<file path="src/rtl/button_conditioner.sv">
// ---------------------------------------------------------------------------
// button_conditioner
//
// Input-side front end for the calculator. Raw push-button pins come in
// asynchronously to clk. Each bit goes through a two-flop synchroniser, then a
// per-bit debouncer, then a registered edge detector. A small two-state FSM
// turns each clean press into a single held command with a valid/ready
// handshake, so the operation FSM downstream sees exactly one command per
// physical press. It never sees a bounce glitch or a repeat from a held level.
//
// Parameters
//   N_BTN            number of buttons (1..8)
//   DEBOUNCE_CYCLES  consecutive cycles of disagreement needed to accept a
//                    change of the debounced level
//   CNT_W            debounce counter width; must hold DEBOUNCE_CYCLES-1
//
// Ports
//   clk          system clock
//   reset        asynchronous, active-high reset; clears every flop
//   btn_raw      raw button pins, asynchronous to clk
//   btn_level    debounced button levels
//   btn_press    one-cycle pulse, cycle after a debounced rising edge
//   btn_release  one-cycle pulse, cycle after a debounced falling edge
//   cmd_valid    a command is pending; held until accepted
//   cmd_code     zero-extended index of the pressed button; stable while valid
//   cmd_ready    consumer accepts the command when cmd_valid & cmd_ready
//   overrun      sticky flag: a press was dropped while a command was pending
//                or lost to a simultaneous lower-index press
// ---------------------------------------------------------------------------
module button_conditioner #(
   parameter int N_BTN           = 5,
   parameter int DEBOUNCE_CYCLES = 1_000_000,
   parameter int CNT_W           = 20
) (
   input  logic             clk,
   input  logic             reset,
   input  logic [N_BTN-1:0] btn_raw,
   output logic [N_BTN-1:0] btn_level,
   output logic [N_BTN-1:0] btn_press,
   output logic [N_BTN-1:0] btn_release,
   output logic             cmd_valid,
   output logic [2:0]       cmd_code,
   input  logic             cmd_ready,
   output logic             overrun
);

   // Terminal count of the debounce counter. The change is accepted on the
   // DEBOUNCE_CYCLES-th consecutive cycle of disagreement.
   localparam logic [CNT_W-1:0] CNT_MAX = CNT_W'(DEBOUNCE_CYCLES - 1);

   typedef enum logic {
      IDLE = 1'b0,
      PEND = 1'b1
   } state_t;

   // ------------------------------------------------------------------
   // Storage
   // ------------------------------------------------------------------
   logic [N_BTN-1:0] sync1_q;
   logic [N_BTN-1:0] sync2_q;

   logic [N_BTN-1:0] level_q;
   logic [N_BTN-1:0] level_d;
   logic [CNT_W-1:0] cnt_q [N_BTN];
   logic [CNT_W-1:0] cnt_d [N_BTN];

   logic [N_BTN-1:0] levelDly_q;
   logic [N_BTN-1:0] press_q;
   logic [N_BTN-1:0] release_q;

   state_t           state_q;
   state_t           state_d;
   logic [2:0]       code_q;
   logic [2:0]       code_d;
   logic             overrun_q;
   logic             overrun_d;

   logic [2:0]       lowIdx;
   logic             multiPress;

   // ------------------------------------------------------------------
   // Synchroniser
   // ------------------------------------------------------------------
   // The raw pins are asynchronous to clk. Two flop stages bring them into
   // the clock domain before any logic looks at them. Only the second stage
   // feeds the debouncer.
   always_ff @(posedge clk or posedge reset) begin
      if (reset) begin
         sync1_q <= '0;
         sync2_q <= '0;
      end else begin
         sync1_q <= btn_raw;
         sync2_q <= sync1_q;
      end
   end

   // ------------------------------------------------------------------
   // Debounce next-state
   // ------------------------------------------------------------------
   // Each bit is handled on its own. The counter runs only while the
   // synchronised input disagrees with the accepted level. A single cycle of
   // agreement, such as a bounce back to the old value, throws the count
   // away. Reaching the terminal count flips the level and rearms the
   // counter from zero.
   always_comb begin
      level_d = level_q;
      for (int i = 0; i < N_BTN; i++) begin
         cnt_d[i] = '0;
         if (sync2_q[i] != level_q[i]) begin
            if (cnt_q[i] == CNT_MAX) begin
               level_d[i] = sync2_q[i];
            end else begin
               cnt_d[i] = cnt_q[i] + CNT_W'(1);
            end
         end
      end
   end

   // ------------------------------------------------------------------
   // Debounce registers
   // ------------------------------------------------------------------
   always_ff @(posedge clk or posedge reset) begin
      if (reset) begin
         level_q <= '0;
         for (int i = 0; i < N_BTN; i++) begin
            cnt_q[i] <= '0;
         end
      end else begin
         level_q <= level_d;
         for (int i = 0; i < N_BTN; i++) begin
            cnt_q[i] <= cnt_d[i];
         end
      end
   end

   // ------------------------------------------------------------------
   // Edge detection
   // ------------------------------------------------------------------
   // The edge pulses compare the registered level against a one-cycle-delayed
   // copy of itself. As a result, press and release come out one cycle after
   // btn_level changes and last exactly one cycle.
   always_ff @(posedge clk or posedge reset) begin
      if (reset) begin
         levelDly_q <= '0;
         press_q    <= '0;
         release_q  <= '0;
      end else begin
         levelDly_q <= level_q;
         press_q    <= level_q & ~levelDly_q;
         release_q  <= ~level_q & levelDly_q;
      end
   end

   // ------------------------------------------------------------------
   // Press arbitration helpers
   // ------------------------------------------------------------------
   // The lowest-index press wins. The loop scans from the top down, so the
   // last assignment belongs to the lowest set bit. Clearing the lowest set
   // bit (x & (x-1)) leaves something only when two or more presses landed
   // in the same cycle.
   always_comb begin
      lowIdx = '0;
      for (int i = N_BTN - 1; i >= 0; i--) begin
         if (press_q[i]) begin
            lowIdx = 3'(i);
         end
      end
      multiPress = |(press_q & (press_q - N_BTN'(1)));
   end

   // ------------------------------------------------------------------
   // Command FSM next-state
   // ------------------------------------------------------------------
   // IDLE captures the winning press and moves to PEND. PEND holds the code
   // until the consumer takes it. Presses that cannot be delivered are not
   // queued. They only set the sticky overrun flag, and this includes a
   // press that arrives in the same cycle as the accept.
   always_comb begin
      state_d   = state_q;
      code_d    = code_q;
      overrun_d = overrun_q;
      case (state_q)
         IDLE: begin
            if (|press_q) begin
               code_d  = lowIdx;
               state_d = PEND;
               if (multiPress) begin
                  overrun_d = 1'b1;
               end
            end
         end
         PEND: begin
            if (|press_q) begin
               overrun_d = 1'b1;
            end
            if (cmd_ready) begin
               state_d = IDLE;
            end
         end
         default: begin
            state_d = IDLE;
         end
      endcase
   end

   // ------------------------------------------------------------------
   // Command FSM registers
   // ------------------------------------------------------------------
   // Reset discards any pending command outright. Because the edge detector
   // is also cleared, no stale pulse can re-create the command. A button
   // still held after reset is debounced again from level 0.
   always_ff @(posedge clk or posedge reset) begin
      if (reset) begin
         state_q   <= IDLE;
         code_q    <= '0;
         overrun_q <= 1'b0;
      end else begin
         state_q   <= state_d;
         code_q    <= code_d;
         overrun_q <= overrun_d;
      end
   end

   // ------------------------------------------------------------------
   // Outputs
   // ------------------------------------------------------------------
   // All outputs come straight from flops. cmd_valid is simply "in PEND".
   assign btn_level   = level_q;
   assign btn_press   = press_q;
   assign btn_release = release_q;
   assign cmd_valid   = (state_q == PEND);
   assign cmd_code    = code_q;
   assign overrun     = overrun_q;

endmodule

</file>
<file path="config.mk">
export PLATFORM = sky130hd
export DESIGN_NAME = button_conditioner
export DESIGN_NICKNAME = d
export VERILOG_FILES = /design/src/rtl/button_conditioner.sv
export SDC_FILE = /design/constraint.sdc
export NUM_CORES = 1
export LEC_CHECK = 0
export CAP_MARGIN = 20
export CORE_UTILIZATION = 30
export CTS_BUF_LIST = sky130_fd_sc_hd__clkbuf_2
export DETAILED_ROUTE_END_ITERATION = 6
export HOLD_SLACK_MARGIN = 0.08
export PLACE_DENSITY = 0.51
export SETUP_SLACK_MARGIN = 0.3
export SLEW_MARGIN = 15
export SYNTH_ARGS = -nofsm -noshare
export SYNTH_HDL_FRONTEND = slang
export SYNTH_SLANG_ARGS = --single-unit
export TNS_END_PERCENT = 30
</file>
<file path="constraint.sdc">
create_clock -name clk -period 4.3 [get_ports clk]
set_input_delay 0.86 -clock clk [delete_from_list [all_inputs] [get_ports clk]]
set_output_delay 0.86 -clock clk [all_outputs]
set_load 0.01 [all_outputs]
</file>
# Word level (Yosys, flattened, before mapping)
# Index checks and enable logic that the tools add are counted.
# word_totals
reg_bits	135
in_bits	8
elab_cells	74
# classes
n_addsub	6
n_eq_ne	13
muxes	22
bitwise_logic	6
n_reduce_logical	9
# ops
operator	n
$mux W20	10
$add A20 B1 Y20 const B	5
$eq A20 B20 Y1 const B	5
$and A5 B5 Y5	3
$mux W3	5
$reduce_and A2 Y1	6
$not A5 Y5	2
$reduce_or A5 Y1	2
$mux W1	5
$ne A1 B1 Y1	5
$sub A5 B1 Y5 const B	1
$ne A2 B2 Y1 const B	2
$pmux W1 S2	2
$reduce_and A3 Y1	1
$ne A2 B1 Y1 const B	1
$not A1 Y1	1

# Longest topological paths before layout
# Gate-level depths: netlist of the first run.
# depth
depth_word	6
ltp_mapped	7
mapped_depth_nobuf	5

# Worst setup path before layout of the first run
# Ideal clock, no wire load.
# synth_timing
path_kind	reg2reg
from	register cnt_q[20] (netlist bit)
to	register cnt_q[38] (netlist bit)
arrival_time_ns	1.926
t_required_ns	4.226
path_slack_ns	2.301
stages_incl_launch_ff	7
period_less_slack_ns	1.999
path_cell_list	dfrtp_1 -> ha_1 -> nand2_1 -> or4_1 -> clkbuf_2 -> or4_4 -> a21oi_2
# synth_lines
item	line	text
start, declared	64	logic [CNT_W-1:0] cnt_q [N_BTN];
start signal, assigned by index	131	cnt_q[i] <= cnt_d[i];

# Worst setup path in the final report of the first run
# layout_timing
from	register level_q[2] (netlist: btn_level[2])
to	output port btn_level[2]
# layout_lines
item	line	text
start, declared	62	logic [N_BTN-1:0] level_q;
start signal, assigned	129	level_q <= level_d;
end, declared	38	output logic [N_BTN-1:0] btn_level,
# No word-level cell between the ends.

==> metrics.md, run 1 <==
| Metric | Value |
|---|---|
| Status | `complete, no violations` |
| Setup Total Neg Slack | `0 ps` |
| EDFF count, synth | `0` |
| Fmax | `383 MHz` |
| Arrival time at the worst endpoint | `1750 ps` |
| Unrepaired setup endpoints after global routing | `false` |
| Clk Latency, worst-skew pair | `690 ps` |
| TritonCTS clock tree | `built` |
| Setup crit end kind | `output port` |
| Row cnt | `52` |
| Fin nets | `646` |
| Cts bufs inserted | `17` |
| Xor/xnor share of the synthesized area | `8.68%` |
| Startpoint Class | `flop` |
| Main synth FF type | `dfrtp_1` |
| Vias per inst | `4.85` |
| Vias in the first global route | `4,509` |
| Hold Fails Final Rpt | `0` |
| Hold_ws | `373 ps` |
| Setup CP Type | `flop to output port` |
| Synth Register Bits | `135` |
| Core area | `20,200 um^2` |
| Final HPWL DP | `8.16 mm` |
| Setup-failing EPs final | `0` |
| Syn Area/Cell | `10.3 um^2` |
| Post_cts resized | `0` |
| # DRC | `0` |
| Post-Syn Nets | `613` |
| Worst hold path class | `flop to flop` |
| Area leader, netlist | `dfrtp_1` |
| IO Port Bufs | `27` |
| Die Area | `21,100 um^2` |
| CTS sink cnt | `135` |
| Clk_skew | `38.9 ps` |
| Critical path buffers and inverters | `1` |
| Initial antenna violation count | `0` |
| Simple-gate area share of the yosys netlist | `23.5%` |
| Layout area overhead | `13.9%` |
| Pwr Density | `308 nW/um^2` |
| GRT Util Overall | `12.1%` |
| VDD IR-drop max | `133 uV` |
| Max-slew violation count | `0` |
| Largest family of logic cells by synthesized area | `simple AND/OR/NAND/NOR gates` |
| Top-Level Pins | `28` |
| Clk root buf | `clkbuf_2` |
| WP data required | `3440 ps` |
| Height of the die | `145 um` |
| Final wirelength | `11.7 mm` |
| Starting density of the core | `30.5%` |
| Crit-path max cell delay | `590 ps` |
| Die width | `145 um` |
| Max_slew headroom | `47.4%` |
| CTS clk-pin slew, worst paths | `200 ps` |
| Storage element area | `3380 um^2` |
| Cells after Synth | `600` |
| Initial DRC Count | `160` |
| 1st-pass router iterations | `4` |
| Layout fillers | `2,050` |
| Post-Syn Area | `6150 um^2` |
| DR vias | `4,440` |
| Sequential-to-total area share from yosys stat | `54.9%` |
| Wire per inst | `12.8 um` |
| Static leakage | `2.84 nW` |
| CTS H-tree depth | `4` |
| Synth warn | `0` |
| CTS max path bufs | `2` |
| Largest delay share family, worst path | `buffers and inverters` |
| GR Overflow Total | `0` |
| Tmin final | `2610 ps` |
| Mux cell area share after synthesis | `1.08%` |
| Slowest-stage cell, CP | `clkdlybuf4s50_1` |
| Async SR Flop Fraction | `100%` |
| Max Cap Viol | `0` |
| First-pass GRT wire length | `21.1 mm` |
| Final Cycle Share | `60.8%` |
| Synth Area in Compound Gates | `7.97%` |
| Cell Chain, Critical Path | `clkdlybuf4s50_1` |
| Share of the synthesized area in the top cell type | `54.9%` |
| Critical path peak fanout | `6` |
| Slew @ Worst Pin | `789 ps` |
| Ant. Diodes | `0` |
| Area of the multi-input gates | `2630 um^2` |
| Antenna viol nets, final | `0` |
| Adder-Cell Fraction of Synth Area | `1.18%` |
| Setup Buffers After CTS | `0` |
| Distinct cell type count after synthesis | `41` |
| Routability cong. | `0.773` |
| Largest cells by area after synthesis | `dfrtp_1 55%, xor2_1 5.6%, nor2_1 4.4%` |
| Hold buffer count at cts | `0` |
| Layout cells sized above 1 | `8.99%` |
| Pin count of the biggest net entering global routing | `74` |
[area by class of cell]
class | instances | area share [%]
clock buffer | 18 | 1.29
inverter | 23 | 1.29
sequential | 135 | 48.2
tap | 270 | 4.82
timing repair buffer | 33 | 4.68
clock inverter | 13 | 2.21
multi-input combinational | 423 | 37.5
[worst paths after layout]
| path | endpoint | from | cells past startpoint | slack [ps] |
|---|---|---|---|---|
| hold / removal | sync2_q[4] | sync1_q[4] | 0 | 370 |
| min in group asynchronous | cnt_q[80] | reset | 2 | 560 |
| setup / recovery | btn_level[2] | btn_level[2] | 1 | 1690 |
| hold reg to reg | sync2_q[4] | sync1_q[4] | 0 | 370 |
| setup reg to reg | cnt_q[2] | cnt_q[17] | 5 | 1950 |
| max in group asynchronous | cnt_q[34] | reset | 3 | 2810 |
[stage by stage]
step	std cells	util [%]	total power [mW]	setup slack, ps	area (um^2)
after floorplan	600	-	1.38	1760	6160
after global placement	884	33.5	1.40	2020	6760
after detailed placement	884	33.5	1.41	1950	6760
after CTS	915	34.7	2.20	1590	7010
after global routing	915	34.7	2.27	1510	7010
final	915	34.7	2.16	1690	7010
[kinds of logic after synthesis]
| group | after synthesis |
|---|---|
| simple gates | 269 |
| flops | 135 |
| compound gates | 81 |
| xor+xnor | 61 |
| buf+inv | 42 |
| mux | 6 |
| fa+ha+maj | 6 |
[state kept, by name, summed over array words and instances (netlist names)]
name and cells:
btn_release 5, sync2_q 5, btn_press 5, cnt_q 100, cmd_valid 1, levelDly_q 5, overrun 1, cmd_code 3
sync1_q 5, btn_level 5
[cells in the mapped netlist, types with 2 or more instances]
| cell type | number |
|---|---|
| or2_2 | 3 |
| nor4_1 | 10 |
| nor2_1 | 72 |
| ha_1 | 5 |
| nand2_1 | 33 |
| a21oi_1 | 36 |
| and3_1 | 9 |
| or3_2 | 2 |
| inv_1 | 23 |
| xor2_1 | 39 |
| o31ai_1 | 22 |
| o21ai_0 | 17 |
| nor3_1 | 14 |
| and2_1 | 3 |
| buf_2 | 2 |
| clkbuf_1 | 15 |
| nor2b_1 | 10 |
| or4_1 | 21 |
| or3_1 | 15 |
| xnor2_1 | 22 |
| mux2_2 | 5 |
| and4_1 | 7 |
| nor4b_1 | 4 |
| dfrtp_1 | 135 |
| nand3_1 | 41 |
| nand4_1 | 17 |
| or4b_2 | 4 |
[placed cells by master, fill, tap and decap left out, types with 18 or more instances in the layout]
cell type        synthesis  layout
dfrtp_1                135     135
nor2_1                  72      72
nand3_1                 41      41
xor2_1                  39      39
a21oi_1                 36      36
nand2_1                 33      33
clkdlybuf4s50_1          0      27
inv_1                   23      22
xnor2_1                 22      22
or4_1                   21      21
o31ai_1                 22      18
clkbuf_2                 1      18
[routing by layer]
layer | wire length (um) | track usage (%)
met4 | 104 | 3.74
met1 | 5700 | 15.5
met5 | 0 | 0
met2 | 5520 | 19.7
met3 | 408 | 3.52
[power breakdown]
group / switching [mW] / internal, mW
logic: 0.0528 / 0.0244
registers: 0.0154 / 1.29
clock network: 0.456 / 0.320
No activity file was read; power rests on OpenSTA's default activity.
==> inputs of run 2 (changes only) <==
==> constraint.sdc (replaced) <==
create_clock -name clk -period 2.2 [get_ports clk]
set_input_delay 0.44 -clock clk [delete_from_list [all_inputs] [get_ports clk]]
set_output_delay 0.44 -clock clk [all_outputs]
set_load 0.01 [all_outputs]
==> metrics.md, run 2 (synthesis results as in run 1) <==
| Metric | Value |
|---|---|
| Status | `complete, no violations` |
| Slowest-stage cell, CP | `or4_1` |
| Wire per inst | `12.9 um (+0.66%)` |
| Starting density of the core | `30.5% (unchanged)` |
| Clk root buf | `clkbuf_2` |
| # DRC | `0 (unchanged)` |
| Highest-count cells in the layout ignoring fill and taps | `120 x dfrtp_1, 72 x nor2_1, 40 x nand3_1` |
| Cts bufs inserted | `17 (unchanged)` |
| Layout fillers | `2,025 (-1.2%)` |
| Clock power share | `35.4% (-0.6 points)` |
| Setup-failing EPs final | `0 (unchanged)` |
| Switch share | `26.2% (+1.9 points)` |
| Initial antenna violation count | `0 (unchanged)` |
| Layout area overhead | `20.1%` |
| Most flop-heavy register | `cnt_q` |
| Final wirelength | `12.3 mm (+4.9%)` |
| Crit-path max cell delay | `550 ps (-40 ps)` |
| Tot Pwr | `4.23 mW (+96%)` |
| Int Power | `3.12 mW (+91%)` |
| Layout cells sized above 1 | `19.2% (+10 points)` |
| Clk Latency, worst-skew pair | `700 ps (about the same)` |
| Hold Fails Final Rpt | `0 (unchanged)` |
| Vias per inst | `4.84 (-0.20%)` |
| Largest delay share family, worst path | `simple AND/OR/NAND/NOR gates` |
| Vias in the first global route | `4,552 (+0.95%)` |
| Layout Cells excl Fill | `954 (+4.3%)` |
| Core area | `20,200 um^2 (unchanged)` |
| Worst R2R End | `cnt_q[59]` |
| CTS clk-pin slew, worst paths | `230 ps (+30 ps)` |
| CTS sink cnt | `135 (unchanged)` |
| R2R depth | `4 (-1)` |
| CTS max path bufs | `2 (unchanged)` |
| Setup CP Type | `flop to flop` |
| VDD IR-drop max | `270 uV (+100%)` |
| Final HPWL DP | `8.25 mm (+1.1%)` |
| Max-slew violation count | `0 (unchanged)` |
| Slew @ Worst Pin | `444 ps (-345 ps)` |
| Die width | `145 um (unchanged)` |
| Setup Total Neg Slack | `0 ps (unchanged)` |
| DR vias | `4,620 (+4.1%)` |
| Max Cap Viol | `0 (unchanged)` |
| Antenna viol nets, final | `0 (unchanged)` |
| Psw | `1.11 mW (+110%)` |
| Core Util, Final | `36.6% (+1.9 points)` |
| First-pass GRT wire length | `21.4 mm (+1.7%)` |
| 1st-pass router iterations | `4 (unchanged)` |
| Tmin final | `1890 ps` |
| Setup crit end kind | `flop` |
| Height of the die | `145 um (unchanged)` |
| Critical path peak fanout | `8 (+2)` |
| Die Area | `21,100 um^2 (unchanged)` |
| Reg2reg start | `cnt_q[46]` |
| IO Port Bufs | `27 (unchanged)` |
| Fin nets | `684 (+5.9%)` |
| WP data required | `2810 ps (-630 ps)` |
| Initial DRC Count | `232 (+45%)` |
| Fmax | `528 MHz` |
| Flop pwr share | `60.2% (-0.2 points)` |
| Placed insts | `893 (+1.0%)` |
| Routability cong. | `0.808 (+4.5%)` |
| Reg2Reg Setup Slack | `310 ps (-1640 ps)` |
| Ant. Diodes | `0 (unchanged)` |
| Worst hold path class | `primary input to asynchronous set/reset pin` |
| TritonCTS clock tree | `built` |
| Row cnt | `52 (unchanged)` |
| Top-Level Pins | `28 (unchanged)` |
| GRT Util Overall | `12.5% (+0.38 points)` |
| Max_slew headroom | `70.2% (+23 points)` |
| Largest register FFs | `100 (unchanged)` |
| Final Cycle Share | `86.0%` |
| Static leakage | `3.05 nW (+7.5%)` |
| Combinational fraction of design power | `4.4% (+0.8 points)` |
| Cell Chain, Critical Path | `and4_1 -> nand4_1 -> or4_1 -> a21oi_1` |
| Arrival time at the worst endpoint | `2500 ps (+750 ps)` |
| Pwr Density | `573 nW/um^2 (+86%)` |
| GR Overflow Total | `0 (unchanged)` |
| Critical path buffers and inverters | `0 (-1)` |
| Startpoint Class | `flop` |
| Clk_skew | `32.9 ps (-5.96 ps)` |
| Pin count of the biggest net entering global routing | `70 (-5.4%)` |
| Unrepaired setup endpoints after global routing | `true` |
| CTS H-tree depth | `4 (unchanged)` |
| Commonest non-fill, non-tap cell in the layout | `dfrtp_1` |
## run 2: cell types whose count changed in the layout (fill, tap and decap cells not counted), sizes merged
cell and change:
clkinvlp +2, inv +1, buf +40, dlygate4sd3 +4, clkdlybuf4s50 -20, bufinv -1, clkdlybuf4s15 +11, clkinv -1
dlygate4sd2 +2, clkbuf +1
## run 2: worst max path at each step
stage               from           end  slack, ps  depth (start not counted)
3_3_place_gp   cnt_q[20]     cnt_q[38]        130                          5
6_report       cnt_q[46]     cnt_q[59]        310                          4
3_5_place_dp   cnt_q[20]     cnt_q[38]         80                          5
5_1_grt        cnt_q[46]     cnt_q[59]        190                          4
2_1_floorplan      reset  btn_level[0]         80                          1
4_1_cts        cnt_q[89]     cnt_q[97]        180                          4
## run 2: what timing repair did
action | in CTS | in global routing
setup buffers | 14 | 11
hold endpoints to repair | 3 | 1
endpoints found under the setup margin | 64 | 107
hold buffers | 3 | 1
pin swaps | 1 | 3
gates resized for setup | 64 | 25
## run 2: stage by stage
| stage | instance area (um^2) | setup slack (ps) | hold WS (ps) |
|---|---|---|---|
| after floorplan | 6160 | 80.8 | 331 |
| after global placement | 6840 | 127 | 336 |
| after CTS | 7210 | 178 | 80.0 |
| final | 7390 | 308 | 188 |
| after global routing | 7390 | 189 | 110 |
| after detailed placement | 6840 | 82.1 | 337 |
## run 2: layout make-up
cell class                      count  area [um^2]  area share (%)
Tap cell                          270          338            4.57
Clock inverter                     14          151            2.05
Clock buffer                       18         90.1            1.22
Sequential cell                   135         3400            46.0
Timing Repair Buffer               71          613            8.30
Inverter                           23         90.1            1.22
Multi-Input combinational cell    423         2710            36.7
## run 2: per-layer routing
layer	vias up	track usage, %	wire length [um]
met2	60	20.0	5990
met3	12	3.36	398
met1	2278	16.2	5810
met5	-	0	0
met4	0	4.53	118
li1	2270	-	-
## run 2: power groups by stage
stage	combinational [mW]	clock, mW	sequential [mW]
6_report	0.186	1.50	2.54
5_1_grt	0.217	1.70	2.55
4_1_cts	0.185	1.58	2.54
3_5_place_dp	0.173	0	2.59
3_3_place_gp	0.168	0	2.59
2_1_floorplan	0.105	0	2.58
## run 2: worst reg2reg max path, stage by stage, from the launching register on
cell and delay [ps]:
dfrtp_1 470, and4_1 350, nand4_1 310, or4_1 550, a21oi_1 160
